<file path="src/rtl/lock_track_controller.sv">
// Per-frame lock-on controller: qualifies tracker centroids with acquisition
// hysteresis, a per-axis jump gate and coast-on-miss, and publishes a smoothed track.
module lock_track_controller #(
  parameter int ACQ_FRAMES  = 8,
  parameter int LOST_FRAMES = 4,
  parameter int MAX_JUMP    = 12
) (
  input  logic        clk,
  input  logic        reset,
  input  logic        enable,
  input  logic        force_release,
  input  logic        calc_done,
  input  logic        target_valid,
  input  logic [7:0]  target_x,
  input  logic [6:0]  target_y,
  output logic [1:0]  lock_state,
  output logic        lock_on,
  output logic        track_valid,
  output logic [7:0]  track_x,
  output logic [6:0]  track_y,
  output logic        lock_event,
  output logic        lost_event,
  output logic [15:0] locked_frames
);

  typedef enum logic [1:0] {
    ST_SEARCH  = 2'd0,
    ST_ACQUIRE = 2'd1,
    ST_LOCKED  = 2'd2,
    ST_COAST   = 2'd3
  } state_t;

  localparam logic [3:0] ACQ_LIM  = 4'(ACQ_FRAMES);
  localparam logic [3:0] LOST_LIM = 4'(LOST_FRAMES);
  localparam logic [8:0] JUMP_LIM = 9'(MAX_JUMP);

  state_t      state_q, state_d;
  logic [3:0]  acq_cnt_q, acq_cnt_d;
  logic [3:0]  miss_cnt_q, miss_cnt_d;
  logic [7:0]  track_x_q, track_x_d;
  logic [6:0]  track_y_q, track_y_d;
  logic        lock_event_q, lock_event_d;
  logic        lost_event_q, lost_event_d;
  logic [15:0] locked_frames_q, locked_frames_d;

  logic [8:0]  tx9, kx9, ty9, ky9, dx, dy;
  logic [8:0]  sum_x;
  logic [7:0]  sum_y;
  logic [3:0]  acq_inc, miss_inc;
  logic        is_locked, gate_ok, hit;

  always_comb begin
    tx9 = {1'b0, target_x};
    kx9 = {1'b0, track_x_q};
    ty9 = {2'b00, target_y};
    ky9 = {2'b00, track_y_q};
    dx  = (tx9 >= kx9) ? (tx9 - kx9) : (kx9 - tx9);
    dy  = (ty9 >= ky9) ? (ty9 - ky9) : (ky9 - ty9);
    gate_ok   = (dx <= JUMP_LIM) && (dy <= JUMP_LIM);
    is_locked = (state_q == ST_LOCKED) || (state_q == ST_COAST);
    // SEARCH has no valid track to gate against, so any target is accepted
    hit      = target_valid && ((state_q == ST_SEARCH) || gate_ok);
    sum_x    = {1'b0, track_x_q} + {1'b0, target_x};
    sum_y    = {1'b0, track_y_q} + {1'b0, target_y};
    acq_inc  = acq_cnt_q + 4'd1;
    miss_inc = miss_cnt_q + 4'd1;

    state_d         = state_q;
    acq_cnt_d       = acq_cnt_q;
    miss_cnt_d      = miss_cnt_q;
    track_x_d       = track_x_q;
    track_y_d       = track_y_q;
    lock_event_d    = 1'b0;
    lost_event_d    = 1'b0;
    locked_frames_d = locked_frames_q;

    if (!enable) begin
      state_d    = ST_SEARCH;
      acq_cnt_d  = 4'd0;
      miss_cnt_d = 4'd0;
    end else if (force_release) begin
      state_d      = ST_SEARCH;
      acq_cnt_d    = 4'd0;
      miss_cnt_d   = 4'd0;
      lost_event_d = is_locked;
    end else if (calc_done) begin
      if (is_locked && (locked_frames_q != 16'hFFFF))
        locked_frames_d = locked_frames_q + 16'd1;
      case (state_q)
        ST_SEARCH: begin
          if (hit) begin
            state_d   = ST_ACQUIRE;
            acq_cnt_d = 4'd1;
            track_x_d = target_x;
            track_y_d = target_y;
          end
        end
        ST_ACQUIRE: begin
          if (hit) begin
            track_x_d = target_x;
            track_y_d = target_y;
            if (acq_inc == ACQ_LIM) begin
              state_d      = ST_LOCKED;
              acq_cnt_d    = 4'd0;
              lock_event_d = 1'b1;
            end else begin
              acq_cnt_d = acq_inc;
            end
          end else begin
            state_d   = ST_SEARCH;
            acq_cnt_d = 4'd0;
          end
        end
        ST_LOCKED: begin
          if (hit) begin
            track_x_d = sum_x[8:1];
            track_y_d = sum_y[7:1];
          end else begin
            state_d    = ST_COAST;
            miss_cnt_d = 4'd1;
          end
        end
        ST_COAST: begin
          if (hit) begin
            state_d    = ST_LOCKED;
            miss_cnt_d = 4'd0;
            track_x_d  = sum_x[8:1];
            track_y_d  = sum_y[7:1];
          end else if (miss_inc == LOST_LIM) begin
            state_d      = ST_SEARCH;
            miss_cnt_d   = 4'd0;
            lost_event_d = 1'b1;
          end else begin
            miss_cnt_d = miss_inc;
          end
        end
      endcase
    end
  end

  always_ff @(posedge clk) begin
    if (reset) begin
      state_q         <= ST_SEARCH;
      acq_cnt_q       <= 4'd0;
      miss_cnt_q      <= 4'd0;
      track_x_q       <= 8'd0;
      track_y_q       <= 7'd0;
      lock_event_q    <= 1'b0;
      lost_event_q    <= 1'b0;
      locked_frames_q <= 16'd0;
    end else begin
      state_q         <= state_d;
      acq_cnt_q       <= acq_cnt_d;
      miss_cnt_q      <= miss_cnt_d;
      track_x_q       <= track_x_d;
      track_y_q       <= track_y_d;
      lock_event_q    <= lock_event_d;
      lost_event_q    <= lost_event_d;
      locked_frames_q <= locked_frames_d;
    end
  end

  assign lock_state    = state_q;
  assign lock_on       = (state_q == ST_LOCKED) || (state_q == ST_COAST);
  assign track_valid   = (state_q != ST_SEARCH);
  assign track_x       = track_x_q;
  assign track_y       = track_y_q;
  assign lock_event    = lock_event_q;
  assign lost_event    = lost_event_q;
  assign locked_frames = locked_frames_q;

endmodule

</file>
<file path="config.mk">
export PLATFORM = sky130hd
export DESIGN_NAME = lock_track_controller
export DESIGN_NICKNAME = d
export VERILOG_FILES = /design/src/rtl/lock_track_controller.sv
export SDC_FILE = /design/constraint.sdc
export NUM_CORES = 1
export LEC_CHECK = 0
export ABC_AREA = 1
export ABC_CLOCK_PERIOD_IN_PS = 3700
export CORE_MARGIN = 5
export CORE_UTILIZATION = 42
export CTS_CLUSTER_DIAMETER = 120
export DETAILED_ROUTE_END_ITERATION = 8
export HOLD_SLACK_MARGIN = 0.03
export MAX_ROUTING_LAYER = met4
export PLACE_DENSITY = 0.7
export SLEW_MARGIN = 15
export SYNTH_ARGS = -nofsm -noshare
export SYNTH_HDL_FRONTEND = slang
export SYNTH_SLANG_ARGS = --single-unit
</file>
<file path="constraint.sdc">
create_clock -name clk -period 3.7 [get_ports clk]
set_clock_uncertainty 0.1 [all_clocks]
set_input_delay 0.555 -clock clk [delete_from_list [all_inputs] [get_ports clk]]
set_output_delay 0.555 -clock clk [all_outputs]
set_load 0.005 [all_outputs]
</file>
==> metrics.txt <==
status=finished, final reports clean; Area Overhead vs Synth=20.4%; net switching power=about 0.39 mW; wirelength, routed=approximately 11 mm; total CTS buffers=5; Reg2Reg Depth=18; clock power share=0.280; final worst setup slack=around 0.27 ns; Clock Path Buffers=2; worst hold path class=reg -> reg; Sw Ratio=0.330; Hold Vio Cnt, Final=0; xor/xnor share of the synthesized area=0.0276; Synth Warn #=0; cts hold-fix bufs=0; DP Area=around 0.0052 mm²; Chip Width=113 µm; pre-CTS setup slack=-0.0101 ns; Compound-Gate Fraction of Synth Area=0.170; max_cap viols=0; CTS tree=built; critical path type=in -> reg; CTS Root Buffer Type=clkbuf_8; Main synth FF type=dfxtp_1; Initial Util=0.430; initial antenna violation count=0; WP data required=roughly 3.8 ns; synth unique cells=45; Worst VDD drop=approximately 260 µV; Ant. Diodes=0; H-tree level count=2; Rows=37; worst hold margin=0.388 ns; RSZ-0062 raised after global routing=false; Detail Placement HPWL=9.33 mm; actual transition at the worst max-transition pin=0.768 ns; NumNets Final=just over 800; Clock Pin Slew Worst Setup and Hold Paths=around 0.08 ns; Power Dens Cells=about 220 mW/mm²; die height=roughly 110 µm; most frequent cells in the layout=nand2_1 (164), inv_1 (106), clkdlybuf4s50_1 (57); Mapped Area=roughly 0.0044 mm²; vias in the first global route=approximately 4300; relative slew slack=0.487; share of layout cells above drive strength 1=0.116; CP Capture Type=register; Tcrit/Tclk final=0.927; Max Clk Rate=around 290 MHz; Clock Sinks=43; post-synthesis register bit count=between 40 and 50; Startpoint Class=input port; via count=around 4400; share of synthesized area spent on multiplexers=0; number of enable flip-flop cells after synthesis=0; grt ovf=0; largest family of logic cells by synthesized area=simple AND/OR/NAND/NOR gates; Via density=about 5.0; Leakage=around 2.5 nW; pin count of the biggest net entering global routing=25; IO Pins=58; drt wl/cell=12.7 µm; core box area=around 0.010 mm²; CTS resizes=0; drt pass-1 iters=8; combinational fraction of design power=0.316; Routed Antenna Nets=0; Clk Latency, worst-skew pair=between 0.2 and 0.3 ns; syn nets=749; syn_area_per_cell=about 6.6 µm²; Final Util=0.518; Final Cell Area=roughly 0.0053 mm²; Mapped Cells=677; DR iter-0 viols=147; post-layout minimum cycle time=around 3.4 ns; Pint=0.791 mW; Hold Path Cell Cnt=2; GP Congestion=between 0.9 and 1; setup violators final=0; Synth Area in Adders=0.147; Post-synth ARST share=0; most common cell after layout, fill and taps aside=nand2_1; max-slew violations=0; die area=0.0127 mm²; critical path peak fanout=8; Seq pwr share=0.404; Synth Area in Simple Gates=0.327; residual DRC count=0; Post-CTS Setup Bufs=0; GRT Overall Usage=0.183; register area share after synthesis=0.194; Data arrival, critical path=~3.6 ns; port buffer count=57; first-pass GRT wire length=about 19 mm
==> logic make-up after synthesis <==
kind of cell | after synthesis
XOR/XNOR | 14
AND/OR/NAND/NOR | 313
AO/OA/AOI/OAI | 122
flip-flops | 43
adder cells (fa/ha/maj) | 51
buffers and inverters | 134
==> layer usage <==
layer,wire [µm],global-route usage
met5,0,-
met4,99,0.0385
met3,411,0.0187
met2,5490,0.309
met1,5270,0.236
==> state kept, by name, summed over array words and instances, names as in the netlist, named ones only <==
| register | count |
|---|---|
| acq_cnt_q | 4 |
| lock_event | 1 |
| track_x | 8 |
| lost_event | 1 |
| locked_frames | 16 |
| lock_state | 1 |
| track_y | 7 |
| miss_cnt_q | 4 |
==> final timing paths <==
path                                   start             to  slack [ns]
worst max register to register    track_y[2]  lock_state[0]        0.76
worst max-delay path             target_y[2]  lock_state[0]        0.27
worst min register to register  acq_cnt_q[3]   acq_cnt_q[3]        0.39
worst min-delay path            acq_cnt_q[3]   acq_cnt_q[3]        0.39
==> synthesized netlist by cell type, types with 2 or more instances <==
cell type | n | area, µm²
nand2_1 | 164 | 616
inv_1 | 106 | 398
ha_1 | 49 | 613
a21oi_1 | 46 | 230
nor2_1 | 44 | 165
dfxtp_1 | 43 | 861
nand3_1 | 42 | 210
o21ai_0 | 30 | 150
nor3_1 | 14 | 70.1
o21ai_1 | 13 | 65.1
nand2_2 | 11 | 68.8
nand4_1 | 11 | 68.8
a21oi_2 | 10 | 87.6
xor2_1 | 10 | 87.6
buf_4 | 9 | 67.6
o21bai_1 | 8 | 60.1
inv_2 | 5 | 18.8
a31oi_1 | 4 | 25.0
buf_6 | 4 | 45.0
xnor2_1 | 4 | 35.0
a21oi_4 | 3 | 48.8
clkbuf_1 | 3 | 11.3
nand2_4 | 3 | 33.8
nand3_4 | 3 | 52.6
nand3b_1 | 3 | 22.5
nor2_2 | 3 | 18.8
nor4_1 | 3 | 18.8
or2_1 | 3 | 18.8
buf_2 | 2 | 10.0
fa_1 | 2 | 40.0
nand3_2 | 2 | 20.0
nor3_2 | 2 | 20.0
nor3b_1 | 2 | 15.0
o211ai_4 | 2 | 42.5
o21a_1 | 2 | 15.0
o31ai_1 | 2 | 15.0
or2_2 | 2 | 12.5
==> worst max-delay path: stages <==
cell             delay, ns
clkdlybuf4s50_1       0.53
inv_1                 0.08
ha_1                  0.44
a21oi_4               0.21
nand2_2               0.09
nand2_2               0.11
nand3_4               0.12
inv_2                 0.09
nand3_1               0.06
nand2_1               0.10
nand3_1               0.08
nor2_1                0.13
nand3_2               0.13
nand2_1               0.14
nand2_1               0.11
nand3_1               0.10
nand2_1               0.08
nor2_1                0.15
o21ai_0               0.11
nor2_1                0.13
==> cell type report <==
cell class / instances / area, µm²
clock inverters: 1 / 7.51
inverters: 113 / 430
well taps: 136 / 170
flip-flops and latches: 43 / 861
clock buffers: 7 / 96.3
fillers: 997 / 4970
multi-input cells: 500 / 2980
repair buffers: 86 / 801
==> power groups by stage <==
stage                     combinational, mW  clock (mW)  sequential [mW]
after floorplan                       0.260           0            0.486
after global placement                0.364           0            0.488
after detailed placement              0.370           0            0.488
after CTS                             0.372       0.342            0.477
after global routing                  0.419       0.362            0.479
final                                 0.373       0.330            0.478
==> through the flow <==
| stage | power (mW) | std cells | setup TNS [ns] |
|---|---|---|---|
| 4_1_cts | 1.19 | 886 | 0 |
| 3_3_place_gp | 0.852 | 878 | 0 |
| 2_1_floorplan | 0.746 | 677 | 0 |
| 6_report | 1.18 | 886 | 0 |
| 3_5_place_dp | 0.859 | 878 | -0.0101 |
| 5_1_grt | 1.26 | 886 | 0 |
(Power assumes the default switching activity.)
